`src/rtl/booth_product_accumulator.sv`:
```
// booth_product_accumulator: sums N_TERMS signed 8-bit products per result, with valid/ready on both sides
module booth_product_accumulator #(
  parameter int N_TERMS  = 4,
  parameter int ACC_W    = 12,
  parameter int CNT_W    = 3,
  parameter int SATURATE = 1
) (
  input  logic             clk,
  input  logic             rst_n,
  input  logic             clear,
  input  logic [7:0]       prod,
  input  logic             in_valid,
  output logic             in_ready,
  output logic [ACC_W-1:0] result,
  output logic             ovf,
  output logic             out_valid,
  input  logic             out_ready,
  output logic [CNT_W-1:0] term_cnt
);
  typedef enum logic {ACCUM, DONE} state_t;
  localparam logic [ACC_W-1:0] MIN_V = {1'b1, {(ACC_W-1){1'b0}}};
  localparam logic [ACC_W-1:0] MAX_V = {1'b0, {(ACC_W-1){1'b1}}};
  state_t state, state_nx;
  logic live;
  logic [ACC_W-1:0] acc, clipped;
  logic [ACC_W:0] sum;
  logic ovf_acc, step_ovf, accept, last;
  assign sum      = {acc[ACC_W-1], acc} + {{(ACC_W-7){prod[7]}}, prod};
  assign step_ovf = sum[ACC_W] ^ sum[ACC_W-1];
  assign clipped  = (step_ovf && SATURATE != 0) ? (sum[ACC_W] ? MIN_V : MAX_V) : sum[ACC_W-1:0];
  assign last     = term_cnt == CNT_W'(N_TERMS - 1);
  assign accept   = in_valid && in_ready;
  always_ff @(posedge clk or negedge rst_n)
    if (!rst_n) state <= ACCUM;
    else state <= state_nx;
  always_comb
    state_nx = clear ? ACCUM :
               (state == ACCUM && accept && last) ? DONE :
               (state == DONE && out_ready) ? ACCUM : state;
  // live holds in_ready low until the first edge after reset release
  always_comb begin
    in_ready  = state == ACCUM && live && !clear;
    out_valid = state == DONE;
  end
  always_ff @(posedge clk or negedge rst_n)
    if (!rst_n) begin
      live     <= 1'b0;
      acc      <= '0;
      term_cnt <= '0;
      ovf_acc  <= 1'b0;
      result   <= '0;
      ovf      <= 1'b0;
    end else begin
      live <= 1'b1;
      if (clear) begin
        acc      <= '0;
        term_cnt <= '0;
        ovf_acc  <= 1'b0;
      end else if (accept && last) begin
        result   <= clipped;
        ovf      <= ovf_acc | step_ovf;
        acc      <= '0;
        term_cnt <= '0;
        ovf_acc  <= 1'b0;
      end else if (accept) begin
        acc      <= clipped;
        term_cnt <= term_cnt + 1'b1;
        ovf_acc  <= ovf_acc | step_ovf;
      end
    end
endmodule

```
`config.mk`:
```
export PLATFORM = sky130hd
export DESIGN_NAME = booth_product_accumulator
export DESIGN_NICKNAME = d
export VERILOG_FILES = /design/src/rtl/booth_product_accumulator.sv
export SDC_FILE = /design/constraint.sdc
export NUM_CORES = 1
export LEC_CHECK = 0
export CORE_ASPECT_RATIO = 2
export CORE_MARGIN = 5
export CORE_UTILIZATION = 28
export CTS_CLUSTER_SIZE = 10
export DETAILED_ROUTE_END_ITERATION = 8
export GPL_TIMING_DRIVEN = 0
export SLEW_MARGIN = 10
export SYNTH_ARGS = -nofsm -noshare
export SYNTH_HDL_FRONTEND = slang
export SYNTH_SLANG_ARGS = --single-unit
```
`constraint.sdc`:
```
create_clock -name clk -period 3.5 [get_ports clk]
set_input_delay 0.7 -clock clk [delete_from_list [all_inputs] [get_ports clk]]
set_output_delay 0.7 -clock clk [all_outputs]
set_load 0.03 [all_outputs]
```
==> flow_summary_export.csv, run 1 <==
group,metric,value,unit
status,outcome,"finished, final reports clean",
setup_path,worstRegToRegCells,9,
placement,dp_hpwl,3.66,mm
drt,final_antenna_net_count,0,
drt,drt_first_pass_iters,4,
cts,clk_latency,280,ps
power,ir_worst_vdd,0.343,mV
cts,cts_max_path_buffers,2,
sta,rsz0062_at_grt,"false",
cts,htree_levels,2,
hold_path,worstHoldPathType,"in2async",
synth,synth_top_family_by_area,"compound AO/OA/AOI/OAI gates",
floorplan,num_io_pins,31,
global_route,grt_pass1_vias,1609,
drt,vias,1562,
drt,wl,4.56,mm
synth,synth.top_cell.area_share,0.403,
setup_path,reg2reg_to,"result[3]",
synth,yosysTopAreaCell,"dfrtp_1",
floorplan,die_area,8740,µm²
setup_path,r2r-start,"acc[0]",
cells_and_area,final_util,0.371,
synth,synth_area_leaders,"dfrtp_1 (40%), ha_1 (8.4%), mux2_2 (4.1%)",
synth,synth_cell_types,49,
sta,slew_headroom,0.528,
sta,hold_violations,0,
setup_path,critPathRequiredTime,3660,ps
floorplan,dieWidth,68.6,µm
drt,via_per_inst,4.99,
synth,muxShareOfSynthArea,0.0539,
placement,port-buffer-count,30,
synth,netlist_instances,187,
job,maxCapViolations,0,
floorplan,core,6670,µm²
sta,finalCritPeriodShare,0.942,
global_route,antenna_found_initial,0,
setup_path,path_class,"in2reg",
synth,synth_compound_area_frac,0.198,
synth,yosys.area_share.adder,0.138,
sta,setup_viol,0,
global_route,grt_max_degree,32,
sta,layout_setup_ws,202,ps
setup_path,worstSetupEndpointType,"flop",
drt,drc,0,
synth,syn-cell-area,1930,µm²
synth,yosysSeqAreaShare,0.403,
synth,yosysWarnings,0,
setup_path,start_kind,"input pin",
power,p_per_area,568,nW/µm²
sta,finalSetupTns,0,ps
setup_path,r2r_setup_slack,670,ps
cts,cts_made_buffers,5,
drt,wl_per_cell,14.6,µm
placement,gp_congestion,0.733,
cells_and_area,drive_gt1_frac,0.142,
cts,tritoncts,"yes",
cts,cts_sinks,31,
synth,syn_nets,214,
synth,synthArstFlopShare,1.00,
sta,drv_slew,0,
floorplan,rows,42,
global_route,gr-total-overflow,0,
sta,max_freq,303,MHz
cells_and_area,area_delta_synth_final,28.5,%
cts,clk_pin_slew_worst_paths,50,ps
power,leakage,1.11,nW
synth,ys.flop_type,"dfrtp_1",
floorplan,die_h,127,µm
cts,cts-root-buf,"clkbuf_16",
cells_and_area,stdcell_count,313,
synth,synth-simple-area-share,0.146,
sta,period_minus_slack,3300,ps
synth,synth-xor-area-share,0.0318,
setup_path,arrival,3450,ps
sta,clock_skew,6.79,ps
drt,drt_iter0_markers,44,
floorplan,start_util,0.289,
global_route,track_usage,0.119,
placement,pre_cts_ws,-229,ps
cells_and_area,nets,251,
placement,dp_cells,305,
setup_path,path_max_fanout,9,
synth,synth_edf_count,0,
global_route,grt_pass1_wl,7.74,mm
cts,postCtsHoldBufs,0,
synth,syn_area_per_cell,10.3,µm²
cells_and_area,antenna_cells,0,
sta,tightest_slew,707,ps
synth,ys_ff_latch,31,
## critical path, cell delays in order
cell and delay, ps:
clkdlybuf4s50_1 400, ha_1 240, fa_2 390, a211oi_2 250
o21ai_1 150, o221a_2 320, o21a_1 180, buf_2 180
maj3_1 360, mux2_2 270
## synthesized netlist by cell type (2+ instances only)
| cell | number |
|---|---|
| a211oi_2 | 2 |
| a21o_1 | 5 |
| a21oi_1 | 10 |
| a22o_1 | 8 |
| a31oi_1 | 4 |
| and2_1 | 2 |
| buf_2 | 3 |
| clkbuf_1 | 4 |
| dfrtp_1 | 31 |
| ha_1 | 13 |
| inv_1 | 3 |
| maj3_1 | 5 |
| maj3_2 | 3 |
| mux2_2 | 7 |
| nand2_1 | 13 |
| nand2b_1 | 4 |
| nand3_1 | 3 |
| nor2_1 | 11 |
| nor2b_1 | 2 |
| nor3_1 | 3 |
| o211ai_1 | 5 |
| o21ai_0 | 12 |
| o21ai_1 | 2 |
| or3_1 | 2 |
| xnor2_1 | 4 |
| xor2_1 | 3 |
## kinds of logic (layout without fill, tap and decap cells)
| group | count (synthesis) | count (layout) |
|---|---|---|
| AOI/OAI and AO/OA | 56 | 56 |
| and+or+nand+nor | 50 | 50 |
| DFF | 31 | 31 |
| adders and majority gates | 22 | 22 |
| buffers and inverters | 11 | 49 |
| muxes | 9 | 9 |
| xor gates and xnor gates | 7 | 7 |
| other | 1 | 1 |
## per-layer routing
metal	GRT usage	vias to the layer above	wire, µm	share of wire
li1	-	769	-	-
met1	0.122	747	1680	0.37
met2	0.207	35	2570	0.56
met3	0.0185	11	131	0.029
met4	0.0844	0	177	0.039
met5	0	-	0	0
## placed cells by master (no fill, tap or decap), types with 4 or more instances in the layout
cell	count
dfrtp_1	31
buf_2	4
xnor2_1	4
maj3_1	5
clkbuf_16	5
o21ai_0	10
nor2_1	11
mux2_2	7
a22o_1	8
a31oi_1	4
a21o_1	5
o21ai_1	4
ha_1	13
a21oi_1	10
clkdlybuf4s50_1	29
nand2_1	13
nand2b_1	4
o211ai_1	5
clkbuf_1	4
## state kept, by name, summed over array words and instances, names as in the netlist
name	cells
ovf	1
acc	12
result	12
ovf_acc	1
live	1
out_valid	1
term_cnt	3
## per-stage QoR
stage	power (mW)	instance area, µm²	hold slack [ps]
after floorplan	0.851	1930	404
after global placement	0.999	2340	479
after detailed placement	1.00	2330	496
after CTS	1.42	2470	491
after global routing	1.49	2470	520
final	1.41	2470	475
## worst max-delay path by stage
stage / startpoint / to
final: prod[0] / result[3]
after global routing: prod[0] / result[3]
after CTS: prod[0] / result[4]
after detailed placement: prod[0] / result[4]
after global placement: prod[0] / result[4]
after floorplan: prod[0] / result[2]
## where the power goes
part	switching (mW)	total (mW)	internal, mW
combinational	0.327	0.574	0.247
sequential	0.0261	0.427	0.400
clock	0.146	0.404	0.258
## timing repair
action | 4_1_cts | 5_1_grt
buffers inserted | 0 | 0
endpoints found under the setup margin | 0 | 4
gates resized for setup | 0 | 3
## cell type report
class | count | area (µm²)
Fill cell | 687 | 4200
Multi-Input combinational cell | 145 | 1100
Sequential cell | 31 | 776
Timing Repair Buffer | 30 | 295
Clock buffer | 5 | 125
Tap cell | 88 | 110
Buffer | 8 | 41.3
Clock inverter | 3 | 15.0
Inverter | 3 | 11.3
Note: power is estimated with default switching activity, not from simulation.
==> inputs of run 2 (changes only) <==
ABC_CLOCK_PERIOD_IN_PS = 3500   (was default)
CORE_MARGIN = default   (was 5)
HOLD_SLACK_MARGIN = 0.15   (was default)
==> run 2 against run 1 <==
Total power increased by 3.5%. Maximum frequency decreased by 0.87%. Clock skew increased by 2.7 ps. Via count decreased by 0.83%. Critical path depth unchanged. Worst hold slack got worse by 3.3 ps. Sequential share of layout area decreased by 0.20 points. Register-to-register slack got worse by 40 ps. Final cell count unchanged. Highest routed layer unchanged.
==> flow_summary_export.csv, run 2 (synthesis results as in run 1) <==
group,metric,value,unit
cells_and_area,fin_area,2490,µm²
placement,dpl_cell_area,2330,µm²
drt,wl_met2,2.61,mm
global_route,grt_pass1_vias,1568,
drt,drc,0,
job,maxCapViolations,0,
cells_and_area,area_delta_synth_final,29.3,%
setup_path,critPathRequiredTime,3660,ps
drt,drt-met1-wl,1.71,mm
cts,cts_made_buffers,5,
global_route,grt_max_degree,32,
setup_path,path_max_fanout,9,
cts,clk_pin_slew_worst_paths,50,ps
setup_path,worstSetupEndpointType,"flop",
global_route,track_usage,0.145,
setup_path,path_class,"in2reg",
global_route,grt_pass1_wl,7.64,mm
power,leakage,1.12,nW
drt,via_per_inst,4.95,
cts,cts_sinks,31,
sta,rsz0062_at_grt,"false",
sta,hold_violations,0,
sta,clock_skew,9.47,ps
cts,clk_latency,280,ps
cells_and_area,reg.largest.list,"acc (12), result (12), term_cnt (3)",
cts,htree_levels,2,
sta,tightest_slew,718,ps
global_route,gr-total-overflow,0,
drt,final_antenna_net_count,0,
floorplan,start_util,0.291,
setup_path,arrival,3480,ps
power,ir_worst_vdd,0.375,mV
sta,drv_slew,0,
floorplan,rows,42,
drt,vias,1549,
drt,drt_iter0_markers,34,
sta,layout_setup_ws,174,ps
floorplan,die_h,119,µm
cells_and_area,final_cell_mix,"dfrtp_1 (31), clkdlybuf4s50_1 (29), nand2_1 (13), ha_1 (13), nor2_1 (11)",
cells_and_area,layout_commonest_cell,"dfrtp_1",
hold_path,worstHoldPathType,"in2async",
cts,tritoncts,"yes",
placement,port-buffer-count,30,
drt,wl,4.57,mm
setup_path,start_kind,"input pin",
sta,max_freq,301,MHz
cts,cts-root-buf,"clkbuf_16",
cells_and_area,nets,251,
placement,pre_cts_ws,-248,ps
sta,period_minus_slack,3330,ps
drt,highest_layer,"met4",
global_route,antenna_found_initial,0,
power,p_per_area,584,nW/µm²
floorplan,core,6620,µm²
drt,drt_first_pass_iters,4,
floorplan,die_area,7230,µm²
cells_and_area,drive_gt1_frac,0.138,
sta,finalCritPeriodShare,0.950,
sta,setup_viol,0,
status,outcome,"finished, final reports clean",
drt,wl_per_cell,14.6,µm
cts,cts_max_path_buffers,2,
placement,gp_congestion,0.828,
floorplan,dieWidth,60.6,µm
drt,met3WireLength,135,µm
cts,postCtsHoldBufs,0,
cells_and_area,antenna_cells,0,
placement,dp_hpwl,3.59,mm
cells_and_area,fill_cells,706,
sta,slew_headroom,0.522,
floorplan,num_io_pins,31,
run 2: cell count changes in the layout (fill, tap and decap cells not counted), sizes merged:
cell and delta:
clkinv -3, clkbuf +3
run 2: final timing paths:
path                         start        end  slack, ps  cells after the start
max                        prod[0]  result[5]        170                     10
min                          rst_n  result[7]        470                      1
max reg2reg                 acc[0]  result[5]        630                      9
min reg2reg                acc[11]    acc[11]        480                      2
max in group asynchronous    rst_n  result[0]       2560                      1
min in group clk           acc[11]    acc[11]        480                      2
run 2: layout make-up:
cell class	count	area [µm²]	area share
Multi-Input combinational cell	145	1100	0.442
Sequential cell	31	776	0.312
Timing Repair Buffer	30	295	0.119
Clock buffer	8	156	0.0628
Tap cell	88	110	0.0442
Buffer	8	41.3	0.0166
Inverter	3	11.3	0.00452
run 2: metal layers:
layer | GRT usage | vias up
li1 | - | 771
met1 | 0.152 | 749
met2 | 0.260 | 23
met4 | 0.0767 | 0
met3 | 0.0250 | 6
met5 | 0 | -
run 2: where the power goes:
part           total [mW]  switching [mW]  internal, mW
clock network       0.453           0.151         0.302
logic               0.575           0.327         0.248
registers           0.427          0.0262         0.400
run 2: timing repair:
action                     CTS  global route
gates resized for setup      0             3
buffers inserted             0             0
setup endpoints to repair    0             8
run 2: critical path, stage by stage:
cell and delay [ps]:
clkdlybuf4s50_1 410, ha_1 250, fa_2 390, a211oi_2 230, o21ai_1 160, o221a_2 330, o21a_1 190, buf_2 180
maj3_1 370, mux2_2 270
run 2: through the flow:
step / hold WS (ps) / TNS, ps / utilization / std cells / power (mW)
finish: 472 / 0 / 0.376 / 313 / 1.45
global placement: 472 / -2530 / 0.353 / 305 / 0.999
floorplan: 404 / 0 / - / 187 / 0.851
detailed placement: 480 / -2750 / 0.352 / 305 / 1.00
CTS: 490 / 0 / 0.376 / 313 / 1.47
global route: 518 / 0 / 0.376 / 313 / 1.55
==> RTL edit 1, RTL diff (settings of run 2) <==
Change the parameter `ACC_W` from 12 to 18.
--- a/src/rtl/booth_product_accumulator.sv
+++ b/src/rtl/booth_product_accumulator.sv
@@ -2,5 +2,5 @@
 module booth_product_accumulator #(
   parameter int N_TERMS  = 4,
-  parameter int ACC_W    = 12,
+  parameter int ACC_W    = 18,
   parameter int CNT_W    = 3,
   parameter int SATURATE = 1
Ports: changed (resized result); port bits go from 31 to 37. The function was not compared with the original's and may differ.
==> RTL edit 1 against run 2 <==
  * Register-to-register slack worse by 0.02 ns
  * Total power up 33%
  * Wire length up 76%
  * Combinational power up 37%
  * Setup slack worse by 0.014 ns
  * Sequential cell count up 12
  * Design area up 38%
  * Synthesized area up 41%
  * Count of clock-buffer cells in the layout down 3
  * Critical path type unchanged
  * Largest cell class unchanged
==> RTL edit 1: results (changes against run 2) <==
| Metric | Value |
|---|---|
| Status | `finished clean` |
| Input/output buffers | `36 (+20%)` |
| Register area share after synthesis | `39.5% (-0.78 points)` |
| GPL Wtd Cong | `0.900 (+8.8%)` |
| Pre-antenna DRT Iters | `6 (+2)` |
| P_leak | `1.48 nW (+33%)` |
| Critical path's top delay family | `compound AO/OA/AOI/OAI gates` |
| Worst path max stage delay | `0.45 ns (+0.04 ns)` |
| Sw Share | `38.3% (+3.6 points)` |
| Post-Synth Adder-Cell Area | `9.46% (-4.4 points)` |
| Dpl hpwl | `6400 um (+78%)` |
| Placed inst area | `0.00323 mm2 (+39%)` |
| Syn_nets | `319 (+49%)` |
| Total sequential power | `601 uW (+41%)` |
| Post-synthesis compound-gate area fraction | `27.3% (+7.5 points)` |
| Vias in the first global route | `2,437 (+55%)` |
| Synth top cells by count | `dfrtp_1 (43), nor2_1 (35), nand2_1 (24)` |
| Post-Layout Cell Count | `436 (+39%)` |
| Via/cell ratio | `5.50 (+11%)` |
| Hold_ws | `0.306 ns (-0.166 ns)` |
| Nets | `364 (+45%)` |
| Minimum clock period | `3.34 ns (+0.0138 ns)` |
| Largest net degree at the start of global routing | `31 (-3.1%)` |
| First-pass GRT wire length | `12,400 um (+63%)` |
| DP Worst Slack | `-0.380 ns (-0.131 ns)` |
RTL edit 1: cell count changes in the layout (fill, tap and decap cells not counted), sizes merged, moves of 7 or more:
cell,change
dfrtp,+12
inv,+7
a221o,+12
nand2,+10
a21oi,+9
mux2,-7
a211oi,+10
maj3,-8
nor2,+26
RTL edit 1: timing repair:
| item | 4_1_cts | 5_1_grt |
|---|---|---|
| pin swaps | 1 | 0 |
| setup endpoints to repair | 21 | 22 |
| hold endpoints to repair | 0 | 0 |
| gates resized for setup | 2 | 7 |
| gates cloned | 0 | 0 |
| setup buffers | 1 | 0 |
RTL edit 1: cell type report:
class,instances,area share (%)
clock buffer,5,3.65
inverter,10,1.09
multi-input combinational,220,45.5
sequential,43,31.4
timing repair buffer,38,11.2
tap,104,3.80
buffer,13,2.15
clock inverter,3,1.28
RTL edit 1: routing by layer:
layer / part of all wire (%) / GRT usage, %
met1: 34 / 15.3
met2: 58 / 32.3
met3: 2.3 / 1.85
met4: 5.8 / 11.5
met5: 0 / 0
==> RTL edit 2, RTL diff (config.mk and constraints of run 2) <==
Without the edit above. Put one more register stage on the output `term_cnt`, with the module's reset. The value now appears one clock later. The other outputs are not delayed to match.
--- a/src/rtl/booth_product_accumulator.sv
+++ b/src/rtl/booth_product_accumulator.sv
@@ -21,4 +21,6 @@
   localparam logic [ACC_W-1:0] MIN_V = {1'b1, {(ACC_W-1){1'b0}}};
   localparam logic [ACC_W-1:0] MAX_V = {1'b0, {(ACC_W-1){1'b1}}};
+
+  logic [CNT_W-1:0] term_cnt_s0;
   state_t state, state_nx;
   logic live;
@@ -29,5 +31,5 @@
   assign step_ovf = sum[ACC_W] ^ sum[ACC_W-1];
   assign clipped  = (step_ovf && SATURATE != 0) ? (sum[ACC_W] ? MIN_V : MAX_V) : sum[ACC_W-1:0];
-  assign last     = term_cnt == CNT_W'(N_TERMS - 1);
+  assign last     = term_cnt_s0 == CNT_W'(N_TERMS - 1);
   assign accept   = in_valid && in_ready;
   always_ff @(posedge clk or negedge rst_n)
@@ -47,5 +49,5 @@
       live     <= 1'b0;
       acc      <= '0;
-      term_cnt <= '0;
+      term_cnt_s0 <= '0;
       ovf_acc  <= 1'b0;
       result   <= '0;
@@ -55,5 +57,5 @@
       if (clear) begin
         acc      <= '0;
-        term_cnt <= '0;
+        term_cnt_s0 <= '0;
         ovf_acc  <= 1'b0;
       end else if (accept && last) begin
@@ -61,12 +63,20 @@
         ovf      <= ovf_acc | step_ovf;
         acc      <= '0;
-        term_cnt <= '0;
+        term_cnt_s0 <= '0;
         ovf_acc  <= 1'b0;
       end else if (accept) begin
         acc      <= clipped;
-        term_cnt <= term_cnt + 1'b1;
+        term_cnt_s0 <= term_cnt_s0 + 1'b1;
         ovf_acc  <= ovf_acc | step_ovf;
       end
     end
+  always_ff @(posedge clk or negedge rst_n) begin
+    if (!rst_n) begin
+      term_cnt <= '0;
+    end else begin
+      term_cnt <= term_cnt_s0;
+    end
+  end
+
 endmodule
 
Behaviour: not the same (Yosys sat finds a counterexample within 4 cycles, from zero or initial values and one cycle with rst_n low).
==> RTL edit 2 against run 2 <==
  * Design area up 1.9%
  * Total power down 15%
  * Wire length down 2.5%
  * Highest routed layer unchanged
  * Setup slack worse by 0.017 ns
  * Largest power group is now the clock network
  * Clock skew down 0.0016 ns
  * Critical endpoint is now result[6]
  * Sequential cell count up 3
  * Synthesized area up 2.6%
  * Combinational power down 39%
==> RTL edit 2: results (changes against run 2) <==
| Metric | Value |
|---|---|
| Worst VDD drop | `0.334 mV (-11%)` |
| Fraction of layout instances using a drive strength above 1 | `18.7% (+4.9 points)` |
| Metal3 WL | `97 um (-28%)` |
| CP Max Fanout | `10 (+1)` |
| Clk buf depth | `2 (unchanged)` |
| Hold Crit Depth | `0` |
| Post-Syn Instances | `176 (-5.9%)` |
| Placed inst area | `0.00238 mm2 (+2.3%)` |
| Met1 Wirelength | `1760 um (+2.8%)` |
| Largest net degree at the start of global routing | `35 (+9.4%)` |
| Post-synthesis mux area share | `6.08% (+0.69 points)` |
| Via/cell ratio | `4.86 (-1.8%)` |
| GRT Residual Overflow | `0 (unchanged)` |
| Synth top cells by count | `dfrtp_1 (34), o21ai_0 (16), ha_1 (13), nand2_1 (13), nor2_1 (12)` |
| Initial antenna violation count | `0 (unchanged)` |
| P_leak | `1.14 nW (+2.3%)` |
| First-pass GRT wire length | `7620 um (-0.27%)` |
| Synth warn | `0 (unchanged)` |
| Nets | `240 (-4.4%)` |
| Critical path's top delay family | `adder cells` |
| Register area share after synthesis | `43.1% (+2.8 points)` |
| Vias in the first global route | `1,598 (+1.9%)` |
| Input/output buffers | `30 (unchanged)` |
| Post-CTS Resized | `0 (unchanged)` |
| Diodes inserted | `0 (unchanged)` |
| Met3 usage | `1.71% (-0.79 points)` |
| Max Used Layer | `met4` |
| Worst hold path type | `reg2reg` |
| Largest cells by area after synthesis | `dfrtp_1 (43%), ha_1 (8.2%), o21ai_0 (4.1%), mux2_4 (3.8%), maj3_2 (2.8%)` |
| Global routing met1 resource utilization | `15.8% (+0.62 points)` |
| Dpl hpwl | `3420 um (-4.7%)` |
| Cell variety after synth | `42 (-14%)` |
| Post-synthesis compound-gate area fraction | `20.7% (+0.96 points)` |
| FF-to-FF path depth | `10 (+1)` |
| CTS root buf | `clkbuf_16` |
| Async SR Flop Fraction | `100% (unchanged)` |
| Post-Synth Adder-Cell Area | `14.1% (+0.28 points)` |
| Clock latency on the worst-skew pair | `0.28 ns (about the same)` |
| Post-Layout Cell Count | `304 (-2.9%)` |
| Status | `finished clean` |
| WL per Instance | `14.7 um (+0.42%)` |
| Post-CTS setup buffers | `0 (unchanged)` |
| Syn_nets | `203 (-5.1%)` |
| GRT Overall Usage | `14.1% (-0.45 points)` |
| Met2 routed WL | `2480 um (-5.0%)` |
| DR iter-0 viols | `31 (-8.8%)` |
| Slew @ Worst Pin | `0.753 ns (+0.0359 ns)` |
| DP Worst Slack | `-0.202 ns (+0.0461 ns)` |
| Slowest CP cell | `clkdlybuf4s50_1` |
| Biggest regs | `acc x12, result x12` |
| Clock Skews | `0.00788 ns (-0.00159 ns)` |
| Met2 GRT Util | `24.0% (-2.0 points)` |
| H-tree depth | `2 (unchanged)` |
| Worst path max stage delay | `0.41 ns (about the same)` |
| GPL Wtd Cong | `0.764 (-7.7%)` |
| CP arrival | `3.51 ns (+0.03 ns)` |
| Worst-path clk slew | `0.05 ns (about the same)` |
| Post-Synth XOR/XNOR Area | `4.81% (+1.6 points)` |
RTL edit 2: cell type report:
| type | instances | area, um2 |
|---|---|---|
| inverters | 2 | 7.51 |
| clock buffers | 6 | 139 |
| repair buffers | 30 | 295 |
| well taps | 90 | 113 |
| flip-flops and latches | 34 | 851 |
| plain buffers | 6 | 41.3 |
| clock inverters | 2 | 12.5 |
| multi-input cells | 134 | 1080 |
| fillers | 733 | 4350 |
RTL edit 2: final timing paths:
path	startpoint	end	slack (ns)
worst max-delay path	prod[0]	result[6]	0.16
worst min-delay path	term_cnt_s0[1]	term_cnt[1]	0.41
worst max register to register	acc[0]	result[6]	0.62
worst min register to register	term_cnt_s0[1]	term_cnt[1]	0.41
max in group asynchronous	rst_n	term_cnt[2]	2.53
min in group asynchronous	rst_n	result[8]	0.49
RTL edit 2: power by group:
part	internal [mW]	switching (mW)	total [mW]
clock	0.281	0.167	0.448
sequential	0.422	0.0176	0.440
combinational	0.160	0.192	0.352
